===== config.mk =====
export PLATFORM = sky130hd
export DESIGN_NAME = mem_arbiter
export DESIGN_NICKNAME = d
export VERILOG_FILES = /design/src/rtl/mem_arbiter.sv
export SDC_FILE = /design/constraint.sdc
export NUM_CORES = 1
export LEC_CHECK = 0
export ABC_AREA = 1
export BUFFER_PORTS_ARGS = -buffer_cell sky130_fd_sc_hd__buf_2
export CAP_MARGIN = 20
export CORE_AREA = 2 2 78 43
export DETAILED_ROUTE_END_ITERATION = 7
export DIE_AREA = 0 0 80 45
export GPL_TIMING_DRIVEN = 0
export PLACE_DENSITY_LB_ADDON = 0.12
export SYNTH_ARGS = -nofsm -noshare
export SYNTH_HDL_FRONTEND = slang
export SYNTH_SLANG_ARGS = --single-unit

===== constraint.sdc =====
create_clock -name clock -period 1.7 [get_ports clock]
set_input_delay 0.34 -clock clock [delete_from_list [all_inputs] [get_ports clock]]
set_output_delay 0.34 -clock clock [all_outputs]
set_load 0.02 [all_outputs]

===== src/rtl/mem_arbiter.sv =====
// mem_arbiter: shares one 256x8 sync-read memory between CPU (a_*) and
// video reader (b_*). Ports: clock, reset (async active-low),
// a_/b_ req/addr/we/wdata in, gnt/rvalid/rdata out, b_err out,
// mem_addr/mem_we/mem_wdata out, mem_rdata in.
// Option: define ARB_ROUND_ROBIN_EN for round-robin on contention,
// otherwise port A has fixed priority.
module mem_arbiter #(
  parameter int AW        = 8,
  parameter int DW        = 8,
  parameter int VRAM_BASE = 128,
  parameter int VRAM_TOP  = 207
) (
  input  logic          clock,
  input  logic          reset,
  input  logic          a_req,
  input  logic [AW-1:0] a_addr,
  input  logic          a_we,
  input  logic [DW-1:0] a_wdata,
  output logic          a_gnt,
  output logic          a_rvalid,
  output logic [DW-1:0] a_rdata,
  input  logic          b_req,
  input  logic [AW-1:0] b_addr,
  input  logic          b_we,
  input  logic [DW-1:0] b_wdata,
  output logic          b_gnt,
  output logic          b_rvalid,
  output logic [DW-1:0] b_rdata,
  output logic          b_err,
  output logic [AW-1:0] mem_addr,
  output logic          mem_we,
  output logic [DW-1:0] mem_wdata,
  input  logic [DW-1:0] mem_rdata
);

  localparam logic [AW-1:0] BASE = AW'(VRAM_BASE);
  localparam logic [AW-1:0] TOP  = AW'(VRAM_TOP);

  logic          a_el;
  logic          b_el;
  logic          b_oob;
  logic          win_a;
  logic          win_b;
  logic          a_pend;
  logic          b_pend;
  logic          a_gnt_d;
  logic          b_gnt_d;
  logic          b_err_d;
  logic          a_pend_d;
  logic          b_pend_d;
  logic          mem_we_d;
  logic [AW-1:0] mem_addr_d;
  logic [DW-1:0] mem_wdata_d;

`ifdef ARB_ROUND_ROBIN_EN
  typedef enum logic {
    PORT_A = 1'b0,
    PORT_B = 1'b1
  } port_t;

  port_t last_grant;
  port_t last_grant_d;
`endif

  always_comb begin
    // A port granted last cycle sits out this edge.
    a_el  = a_req & ~a_gnt;
    b_el  = b_req & ~b_gnt;
    b_oob = (b_addr < BASE) | (b_addr > TOP);
`ifdef ARB_ROUND_ROBIN_EN
    win_a = a_el
          & (~b_el | (last_grant == PORT_B));
    win_b = b_el
          & (~a_el | (last_grant == PORT_A));
    last_grant_d = last_grant;
    if (win_a)
      last_grant_d = PORT_A;
    else if (win_b)
      last_grant_d = PORT_B;
`else
    win_a = a_el;
    win_b = b_el & ~a_el;
`endif
    a_gnt_d     = win_a;
    b_gnt_d     = win_b;
    b_err_d     = win_b & b_oob;
    a_pend_d    = win_a & ~a_we;
    b_pend_d    = win_b & ~b_we & ~b_oob;
    mem_we_d    = 1'b0;
    mem_addr_d  = mem_addr;
    mem_wdata_d = mem_wdata;
    unique case (1'b1)
      win_a: begin
        mem_addr_d  = a_addr;
        mem_wdata_d = a_wdata;
        mem_we_d    = a_we;
      end
      win_b: begin
        mem_addr_d  = b_addr;
        mem_wdata_d = b_wdata;
        // Out-of-window B accesses are issued as harmless reads.
        mem_we_d    = b_we & ~b_oob;
      end
      default: ;
    endcase
  end

  always_ff @(posedge clock or negedge reset) begin
    if (!reset) begin
      a_gnt      <= 1'b0;
      b_gnt      <= 1'b0;
      b_err      <= 1'b0;
      a_pend     <= 1'b0;
      b_pend     <= 1'b0;
      a_rvalid   <= 1'b0;
      b_rvalid   <= 1'b0;
      mem_we     <= 1'b0;
      mem_addr   <= '0;
      mem_wdata  <= '0;
`ifdef ARB_ROUND_ROBIN_EN
      last_grant <= PORT_B;
`endif
    end else begin
      a_gnt      <= a_gnt_d;
      b_gnt      <= b_gnt_d;
      b_err      <= b_err_d;
      a_pend     <= a_pend_d;
      b_pend     <= b_pend_d;
      a_rvalid   <= a_pend;
      b_rvalid   <= b_pend;
      mem_we     <= mem_we_d;
      mem_addr   <= mem_addr_d;
      mem_wdata  <= mem_wdata_d;
`ifdef ARB_ROUND_ROBIN_EN
      last_grant <= last_grant_d;
`endif
    end
  end

  assign a_rdata = mem_rdata;
  assign b_rdata = mem_rdata;

endmodule


==> implementation parameters, run 1 <==
Parameter                              Value

Setup path
  Data required time of the critical path ... 1.84 ns
  Category of the critical setup timing path ... register to register
  Startpoint type of the worst setup path ... register
  Most frequent CP cell ... nor2_4
  CP max FO ... 10
  List of cells traversed by the critical path ... nor2_4, nor2_4, buf_6, nand2_1, nand3_1
  CP max stage delay ... approximately 0.42 ns
  Critical path data arrival time ... ~1.4 ns
  Crit. End Element ... register
  Slowest library cell on the worst path ... dfrtp_1

Final layout
  Number of antenna cells inserted ... 0
  Relative area change from synthesis to final layout ... 41.7%
  Final nets ... between 200 and 300
  FILL cells ... 295
  Proportion of layout cells with a drive suffix above 1 ... 48.6%

Synth
  Number of unique standard cell types used by synthesis ... 12
  Instance count of the mapped netlist ... 130
  Yosys top cell area share ... between 50% and 60%
  Seq cells post-synth ... 24
  Synth Net Count ... approximately 180
  Biggest area consumer among synthesized cells ... dfrtp_1
  Yosys synthesis warning count ... 0
  Post-Synthesis Cell Area ... roughly 1100 um^2
  Sequential element share of the synthesized area ... a little over half
  Leading cell types by total area after synthesis ... dfrtp_1, nand2_1, buf_4
  Synthesized area per cell ... 8.60 um^2

Clocking
  Clock slew at reported path FFs ... approximately 0.08 ns
  Number of CTS-inserted buffers ... 3
  Gates resized, CTS repair ... 0
  Cell chosen for the clock root ... clkbuf_8
  Insertion delay to the later sink of the worst-skew pair ... 0.26 ns
  Post-CTS Setup Repair Bufs ... 0
  Post-CTS Hold Buffers ... 0
  Number of sinks handled by clock tree synthesis ... 24
  Maximum buffer depth of the clock tree ... 2
  TritonCTS clock tree ... built
  H-tree depth reported by CTS ... 1

GRT
  Antenna violations before repair ... 0
  Met2 Resource Use GR ... between 20 and 30%
  Layer with the highest usage after global routing ... met2
  Via count of the first global-routing pass ... between 900 and 1000
  First-pass GRT wire length ... ~4.2 mm
  Pin count of the biggest net entering global routing ... 25
  Met1 demand-to-capacity share in global routing ... between 20% and 30%
  Gr ovfl total ... 0
  Met3 GRT Util ... around 5.8%
  Total GRT Usage ... ~16%

Power and ir drop
  Sw Share ... 31.6%
  Peak supply drop ... between 300 and 400 uV
  Internal power component ... between 0.9 and 1 mW
  LEAKAGE ... ~0.92 nW
  Total power draw ... about 1.4 mW
  Net switching power figure ... between 0.4 and 0.5 mW
  Clock network power share ... between 20% and 30%
  Total power density per cell area ... between 800 and 900 nW/um^2
  Part of the power in registers ... between 40% and 50%
  Part of the total power dissipated in combinational logic ... 28.5%

Worst hold path
  Worst Hold Class ... input pin to asynchronous set/reset pin

Timing
  Relative slew slack ... ~64%
  Number of endpoints with negative hold slack in the final report ... 0
  Final setup violation count ... 0
  Portion of the clock cycle consumed by the worst path in the final layout ... between 70% and 80%
  Worst slew pin tran ... approximately 0.54 ns
  Max-slew violation total from the final report ... 0
  Minimum clock period ... ~1.2 ns
  Maximum clock frequency ... just over 800 MHz
  Setup repair after global routing missed its margin ... no
  Final worst hold slack ... between 0.05 and 0.06 ns
  Worst Clk Skew ... about 0.0075 ns
  Post-route setup TNS ... 0 ns

Floorplanning
  Horizontal extent of the die ... about 80 um
  Top-level port count ... between 80 and 90
  Die height ... approximately 45 um
  CORE AREA ... 2870 um^2
  Rows ... 14
  Die outline area ... about 3600 um^2
  Starting density of the core ... slightly below 40%

Detailed routing
  First-pass iteration count of the detailed router ... 4
  Drc violations ... 0
  Vias after detailed routing ... 1064
  Routed WL ... between 2 and 3 mm
  DRC violation total after the first TritonRoute iteration ... 14
  Via density per instance ... between 4 and 5
  Final routed wire length divided by cell count ... 10.9 um
  Remaining antenna violation count ... 0

Run status
  Result of the run ... finished clean

Placement
  Routability Congestion ... 0.693
  Final HPWL DP ... about 2.2 mm
  Count of buffers inserted at the top-level ports ... between 70 and 80

Job
  Max-capacitance violation count ... 0
[sequential cells by signal, indices dropped and copies added, names as in the netlist]
signal     cells
a_pend         1
b_err          1
a_gnt          1
mem_we         1
b_gnt          1
b_pend         1
mem_wdata      8
a_rvalid       1
b_rvalid       1
mem_addr       8
[cell families (layout without fill, tap and decap cells)]
kind of cell	after synthesis	count (layout)	share of synthesized area, %
flip-flops	24	24	53.7
AND/OR/NAND/NOR	75	75	28.3
AO/OA/AOI/OAI	5	5	2.24
buffers and inverters	26	104	15.8
[routing by layer]
layer	wire length, um	up-vias
met4	0	0
met1	1200	468
met3	295	0
met2	1200	53
met5	0	-
li1	-	543
[stage by stage]
stage / cell area (um^2) / utilization (%) / setup WS (ns) / instances
after floorplan: 1120 / - / 0.556 / 130
after global placement: 1540 / 53.7 / 0.461 / 245
after CTS: 1590 / 55.2 / 0.469 / 248
after global routing: 1590 / 55.2 / 0.406 / 248
final: 1590 / 55.2 / 0.489 / 248
after detailed placement: 1540 / 53.7 / 0.439 / 245
[placed cells by master, fill, tap and decap left out, drive strengths merged]
master  netlist  routed
nand2        51      51
o21ai         4       4
nor2          9       9
buf          19      94
clkbuf        0       3
nand4         1       1
inv           7       7
dfrtp        24      24
a21oi         1       1
nand3        14      14
[area by class of cell]
cell class                      instances  area (um^2)  share of cell area [%]
Clock buffer                            3         41.3                    2.60
Buffer                                 19          150                    9.47
Sequential cell                        24          601                    37.9
Inverter                                7         26.3                    1.66
Timing Repair Buffer                   75          375                    23.7
Tap cell                               40         50.0                    3.16
Multi-Input combinational cell         80          342                    21.5
[critical path: cells and delay by family, from the launching register on]
kind                   cells  cell delay, ns
and+or+nand+nor            4            0.52
DFF                        1            0.42
buffers and inverters      1            0.16
[cells in the mapped netlist, drive strengths merged]
library cell,number
nand2,51
nand3,14
buf,19
nand4,1
nor2,9
a21oi,1
o21ai,4
inv,7
dfrtp,24
[path summary, 6_finish.rpt]
kind / from / endpoint / slack [ns] / cells past startpoint
max: a_gnt / mem_addr[4] / 0.49 / 5
min: reset / mem_wdata[1] / 0.05 / 1
max reg2reg: a_gnt / mem_addr[4] / 0.49 / 5
min reg2reg: b_pend / b_rvalid / 0.35 / 0
max in group asynchronous: reset / mem_addr[0] / 1.28 / 1
min in group clock: b_we / b_pend / 0.24 / 2
[power groups by stage]
stage,Sequential [mW],Combinational (mW),Clock (mW)
6_report,0.668,0.396,0.324
5_1_grt,0.675,0.434,0.366
4_1_cts,0.668,0.402,0.339
3_5_place_dp,0.678,0.402,0
3_3_place_gp,0.674,0.397,0
2_1_floorplan,0.758,0.157,0
Note: power is estimated with default switching activity, not from simulation.
==> inputs of run 2 (changes only) <==
--- a/config.mk
+++ b/config.mk
@@ -8,9 +8,9 @@
 export ABC_AREA = 1
 export BUFFER_PORTS_ARGS = -buffer_cell sky130_fd_sc_hd__buf_2
 export CAP_MARGIN = 20
-export CORE_AREA = 2 2 78 43
+export CORE_AREA = 2 2 79 43
 export DETAILED_ROUTE_END_ITERATION = 7
-export DIE_AREA = 0 0 80 45
+export DIE_AREA = 0 0 81 45
 export GPL_TIMING_DRIVEN = 0
 export PLACE_DENSITY_LB_ADDON = 0.12
 export SYNTH_ARGS = -nofsm -noshare
==> constraint.sdc (replaced) <==
create_clock -name clock -period 1.22 [get_ports clock]
set_input_delay 0.244 -clock clock [delete_from_list [all_inputs] [get_ports clock]]
set_output_delay 0.244 -clock clock [all_outputs]
set_load 0.02 [all_outputs]
==> run 2 against run 1 <==
Against the previous run:
- setup slack got worse by 0.39 ns
- count of clock-buffer cells in the layout unchanged
- critical path depth up 2
==> implementation parameters, run 2 (same netlist as run 1, synthesis figures left out) <==
Parameter                              Value

Run status
  Result of the run ... finished clean

Setup path
  Launch point of the worst reg-to-reg path ... a_gnt
  Critical path data arrival time ... 1.26 ns
  Crit. End Element ... register
  Data required time of the critical path ... around 1.4 ns
  Category of the critical setup timing path ... register to register
  Slowest library cell on the worst path ... dfrtp_1
  Cell depth of the worst flop-to-flop path ... 7
  Startpoint type of the worst setup path ... register
  CP max stage delay ... ~0.42 ns
  CP max FO ... 10
  Capturing point of the worst reg2reg path ... mem_addr[7]
  Most frequent CP cell ... nand2_2
  List of cells traversed by the critical path ... inv_1, nand2_2, nand2_2, inv_2, buf_6, nand2_1, nand3_1
  Slack of the worst reg-to-reg path ... slightly below 0.1 ns

Worst hold path
  Hold Path Cell Cnt ... 2
  Worst Hold Class ... input pin to register
  End point of the most critical hold path ... b_pend
  Start point of the worst min-delay path ... b_we

Timing
  Max-slew violation total from the final report ... 0
  Portion of the clock cycle consumed by the worst path in the final layout ... 92.0%
  Worst slew pin tran ... about 0.51 ns
  Final worst hold slack ... roughly 0.15 ns
  Final setup violation count ... 0
  Maximum clock frequency ... slightly below 900 MHz
  Worst Clk Skew ... 0.00262 ns
  Post-route setup TNS ... 0 ns
  Relative slew slack ... 65.7%
  Number of endpoints with negative hold slack in the final report ... 0
  Minimum clock period ... about 1.1 ns
  Setup repair after global routing missed its margin ... yes

Final layout
  Highest-count cells in the layout ignoring fill and taps ... buf_2, nand2_1, buf_4
  Largest registers ... mem_addr: 8 flops, mem_wdata: 8 flops
  Proportion of layout cells with a drive suffix above 1 ... a little over 50%
  Most frequent standard cell in the layout excluding fill and tap cells ... buf_2
  Finished Cell Area ... between 1500 and 2000 um^2
  Relative area change from synthesis to final layout ... 48.4%
  FILL cells ... between 200 and 300
  Non-Filler Instances ... 257
  Final nets ... roughly 270
  Final core utilization ... around 57%
  Number of antenna cells inserted ... 0

Detailed routing
  First-pass iteration count of the detailed router ... 4
  Remaining antenna violation count ... 0
  Final routed wire length divided by cell count ... around 10 um
  Via density per instance ... between 4 and 5
  Vias after detailed routing ... roughly 1100
  Routed WL ... between 2 and 3 mm
  Drc violations ... 0
  DRC violation total after the first TritonRoute iteration ... 70

GRT
  Via count of the first global-routing pass ... 1014
  First-pass GRT wire length ... around 4.3 mm
  Antenna violations before repair ... 0
  Pin count of the biggest net entering global routing ... 25
  Total GRT Usage ... between 15 and 20%
  Gr ovfl total ... 0

Floorplanning
  Die height ... 45 um
  Rows ... 14
  CORE AREA ... 2910 um^2
  Horizontal extent of the die ... 81 um
  Starting density of the core ... 38.5%
  Top-level port count ... 84
  Die outline area ... between 3000 and 4000 um^2

Power and ir drop
  Net switching power figure ... about 0.61 mW
  Peak supply drop ... 459 uV
  Internal power component ... between 1 and 1.5 mW
  Part of the total power dissipated in combinational logic ... roughly 30%
  Clock network power share ... a little under a quarter
  Sw Share ... between 30 and 40%
  Total power density per cell area ... around 1200 nW/um^2
  LEAKAGE ... between 0.9 and 1 nW
  Part of the power in registers ... a little under half

Clocking
  Clock slew at reported path FFs ... about 0.080 ns
  Insertion delay to the later sink of the worst-skew pair ... 0.26 ns
  Number of sinks handled by clock tree synthesis ... 24
  Maximum buffer depth of the clock tree ... 2
  TritonCTS clock tree ... built
  H-tree depth reported by CTS ... 1
  Cell chosen for the clock root ... clkbuf_8
  Number of CTS-inserted buffers ... 3

Placement
  Final HPWL DP ... about 2.1 mm
  DP Area ... around 1500 um^2
  Count of buffers inserted at the top-level ports ... 75
  Routability Congestion ... between 0.6 and 0.7
  Placed insts ... roughly 250

Job
  Max-capacitance violation count ... 0
## run 2: cell count changes in the layout (fill, tap and decap cells not counted)
cell | before | now
buf_4 | 17 | 25
dlygate4sd3_1 | 0 | 1
nand2_1 | 51 | 49
nand2_2 | 0 | 2
## run 2: how the worst max path moves through the flow
stage | startpoint | endpoint | slack, ns | cells past startpoint
2_1_floorplan | a_gnt | mem_addr[0] | 0.08 | 5
3_3_place_gp | a_gnt | mem_addr[4] | 0.01 | 5
3_5_place_dp | a_gnt | mem_addr[1] | -0.01 | 5
4_1_cts | a_gnt | mem_addr[1] | 0.0009 | 5
5_1_grt | b_gnt | mem_addr[0] | -0.01 | 7
6_report | a_gnt | mem_addr[7] | 0.1 | 7
## run 2: worst max-delay path, delay by kind of cell, from the launching register on
kind / cells / cell delay [ns]
flops: 1 / 0.42
buf+inv: 3 / 0.29
simple gates: 4 / 0.29
## run 2: repair_timing
action,in CTS,in global routing
buffers inserted,0,8
hold buffers,1,0
gates resized for setup,0,2
pin swaps,1,3
endpoints found under the hold margin,24,0
gates cloned,0,0
endpoints found under the setup margin,9,11
## run 2: through the flow
step           power [mW]  worst slack [ns]
3_3_place_gp         1.49            0.0116
4_1_cts              1.95          0.000930
6_report             1.95            0.0978
3_5_place_dp         1.50           -0.0117
5_1_grt              2.10           -0.0136
2_1_floorplan        1.27            0.0757
## run 2: power groups by stage
| stage | Sequential [mW] | Combinational [mW] | Clock, mW |
|---|---|---|---|
| 5_1_grt | 0.938 | 0.643 | 0.514 |
| 2_1_floorplan | 1.06 | 0.219 | 0 |
| 3_5_place_dp | 0.942 | 0.562 | 0 |
| 4_1_cts | 0.926 | 0.566 | 0.463 |
| 6_report | 0.925 | 0.584 | 0.444 |
| 3_3_place_gp | 0.939 | 0.554 | 0 |
## run 2: per-layer routing
layer	routed length [um]	track usage, %	part of all wire (%)
met5	0	0	0
met1	1120	18.8	41
met4	8	4.07	0.30
met3	276	4.80	10
met2	1290	28.3	48
## run 2: final cells by class
type / count / area, um^2 / area share (%)
Buffer: 19 / 150 / 9.04
Clock buffer: 3 / 41.3 / 2.49
Inverter: 7 / 26.3 / 1.58
Multi-Input combinational cell: 80 / 347 / 20.9
Sequential cell: 24 / 601 / 36.2
Tap cell: 40 / 50.0 / 3.01
Timing Repair Buffer: 84 / 445 / 26.8
==> inputs of run 3 (changes only) <==
==> constraint.sdc (replaced) <==
create_clock -name clock -period 1.1 [get_ports clock]
set_input_delay 0.22 -clock clock [delete_from_list [all_inputs] [get_ports clock]]
set_output_delay 0.22 -clock clock [all_outputs]
set_load 0.02 [all_outputs]
==> run 3 against run 2 <==
Against the previous run:
- total power increased by 16%
- die area unchanged
- routed wire length decreased by 1.3%
- count of clock-buffer cells in the layout increased by 1
- critical path depth decreased by 2
- flip-flop and latch count unchanged
- register-to-register slack got worse by 0.08 ns
- fmax increased by 4.2%
- critical endpoint is now mem_wdata[3]
- largest cell class unchanged
==> implementation parameters, run 3 (same netlist as run 1, synthesis figures left out) <==
Parameter                              Value

Timing
  Post-layout worst setup margin ... around 0.023 ns
  Maximum clock frequency ... around 930 MHz
  Final setup violation count ... 0
  Portion of the clock cycle consumed by the worst path in the final layout ... a little under 100%
  Worst Clk Skew ... 0.00311 ns
  Max-slew violation total from the final report ... 0
  Post-route setup TNS ... 0 ns
  Setup repair after global routing missed its margin ... yes
  Number of endpoints with negative hold slack in the final report ... 0
  Relative slew slack ... between 60% and 70%
  Worst slew pin tran ... roughly 0.53 ns
  Minimum clock period ... about 1.1 ns

Floorplanning
  Rows ... 14
  Die outline area ... approximately 3600 um^2
  Die height ... roughly 45 um
  Top-level port count ... 84
  Horizontal extent of the die ... between 80 and 90 um
  CORE AREA ... between 2000 and 3000 um^2
  Starting density of the core ... between 30% and 40%

Power and ir drop
  Total power density per cell area ... 1350 nW/um^2
  Peak supply drop ... between 400 and 500 uV
  LEAKAGE ... just under 1 nW

Placement
  Routability Congestion ... 0.673
  Final HPWL DP ... 1.99 mm
  Count of buffers inserted at the top-level ports ... 75
  Post-Place Setup Slack ... -0.117 ns

GRT
  Gr ovfl total ... 0
  First-pass GRT wire length ... about 4.2 mm
  Antenna violations before repair ... 0
  Total GRT Usage ... 15.4%
  Pin count of the biggest net entering global routing ... 25
  Via count of the first global-routing pass ... roughly 1000

Detailed routing
  Routed WL ... 2.66 mm
  Metal-1 WL ... 1.13 mm
  First-pass iteration count of the detailed router ... 4
  Drc violations ... 0
  Remaining antenna violation count ... 0
  Met2 routed wirelength ... 1.24 mm
  Met3 WL post-DR ... about 270 um
  Final routed wire length divided by cell count ... about 10 um
  Via density per instance ... between 4 and 5
  DRC violation total after the first TritonRoute iteration ... 36
  DR top layer ... met4
  Vias after detailed routing ... between 1000 and 1500

Clocking
  Maximum buffer depth of the clock tree ... 2
  Insertion delay to the later sink of the worst-skew pair ... 0.26 ns
  TritonCTS clock tree ... built
  H-tree depth reported by CTS ... 1
  Cell chosen for the clock root ... clkbuf_8
  Clock slew at reported path FFs ... 0.08 ns
  Number of CTS-inserted buffers ... 3
  Number of sinks handled by clock tree synthesis ... 24

Setup path
  Data required time of the critical path ... ~1.3 ns
  Launch point of the worst reg-to-reg path ... a_gnt
  Slack of the worst reg-to-reg path ... 0.02 ns
  Category of the critical setup timing path ... register to register
  Critical path data arrival time ... between 1 and 1.5 ns
  Crit. End Element ... register
  Cell depth of the worst flop-to-flop path ... 5
  Startpoint type of the worst setup path ... register
  Capturing point of the worst reg2reg path ... mem_wdata[3]
  CP max FO ... 5

Final layout
  Final core utilization ... between 50% and 60%
  Largest registers ... mem_addr: 8 flops, mem_wdata: 8 flops
  Total area of multi-input combinational cells ... about 360 um^2
  Highest-count cells in the layout ignoring fill and taps ... buf_2, nand2_1, buf_4, dfrtp_1, nand3_1
  Number of antenna cells inserted ... 0
  Most frequent standard cell in the layout excluding fill and tap cells ... buf_2
  FILL cells ... 297
  Sequential cell area ... approximately 600 um^2
  Proportion of layout cells with a drive suffix above 1 ... 53.7%
  Relative area change from synthesis to final layout ... 51.0%
  Final nets ... 263

Worst hold path
  Hold Path Cell Cnt ... 2
  End point of the most critical hold path ... a_pend
  Start point of the worst min-delay path ... a_we
  Worst Hold Class ... input pin to register

Job
  Max-capacitance violation count ... 0

Run status
  Result of the run ... finished clean
-- run 3: critical path, cell delays in order (launching register included) --
cell,delay [ns]
dfrtp_2,0.44
nor2_4,0.17
nor2_4,0.07
buf_4,0.16
nand2_1,0.06
nand3_1,0.06
-- run 3: layer usage --
metal | up-vias | track usage, %
li1 | 558 | -
met1 | 478 | 18.1
met2 | 53 | 28.1
met3 | 2 | 4.80
met4 | 0 | 4.07
met5 | - | 0
-- run 3: final cells by class --
class	count	share of cell area (%)
multi-input cells	80	21.3
well taps	40	2.96
clock buffers	4	3.26
inverters	7	1.85
flip-flops and latches	24	35.7
repair buffers	83	26.7
plain buffers	18	8.22
-- run 3: through the flow --
stage | hold WS (ns) | cells | power, mW | instance area [um^2]
3_5_place_dp | 0.231 | 245 | 1.67 | 1550
6_report | 0.115 | 256 | 2.27 | 1690
2_1_floorplan | -0.0756 | 130 | 1.42 | 1120
4_1_cts | 0.109 | 254 | 2.28 | 1640
5_1_grt | 0.106 | 256 | 2.42 | 1690
3_3_place_gp | 0.233 | 245 | 1.66 | 1550
-- run 3: timing repair --
action	CTS	global route
setup endpoints to repair	12	19
pin swaps	3	8
gates cloned	0	1
setup buffers	5	1
hold buffers	1	0
hold endpoints to repair	24	0
gates resized for setup	1	14
-- run 3: power breakdown --
part           switching (mW)  internal [mW]  total (mW)
clock                   0.270          0.319       0.589
combinational           0.383          0.272       0.656
sequential             0.0469          0.981        1.03
-- run 3: worst max-delay path by stage --
stage | startpoint | to | slack, ns | cells past startpoint
4_1_cts | a_gnt | a_gnt | 0.004 | 1
3_3_place_gp | a_gnt | mem_we | -0.11 | 5
6_report | a_gnt | mem_wdata[3] | 0.02 | 5
5_1_grt | b_gnt | mem_we | -0.06 | 6
3_5_place_dp | a_gnt | mem_addr[4] | -0.12 | 5
2_1_floorplan | b_gnt | mem_we | 0.00001 | 6
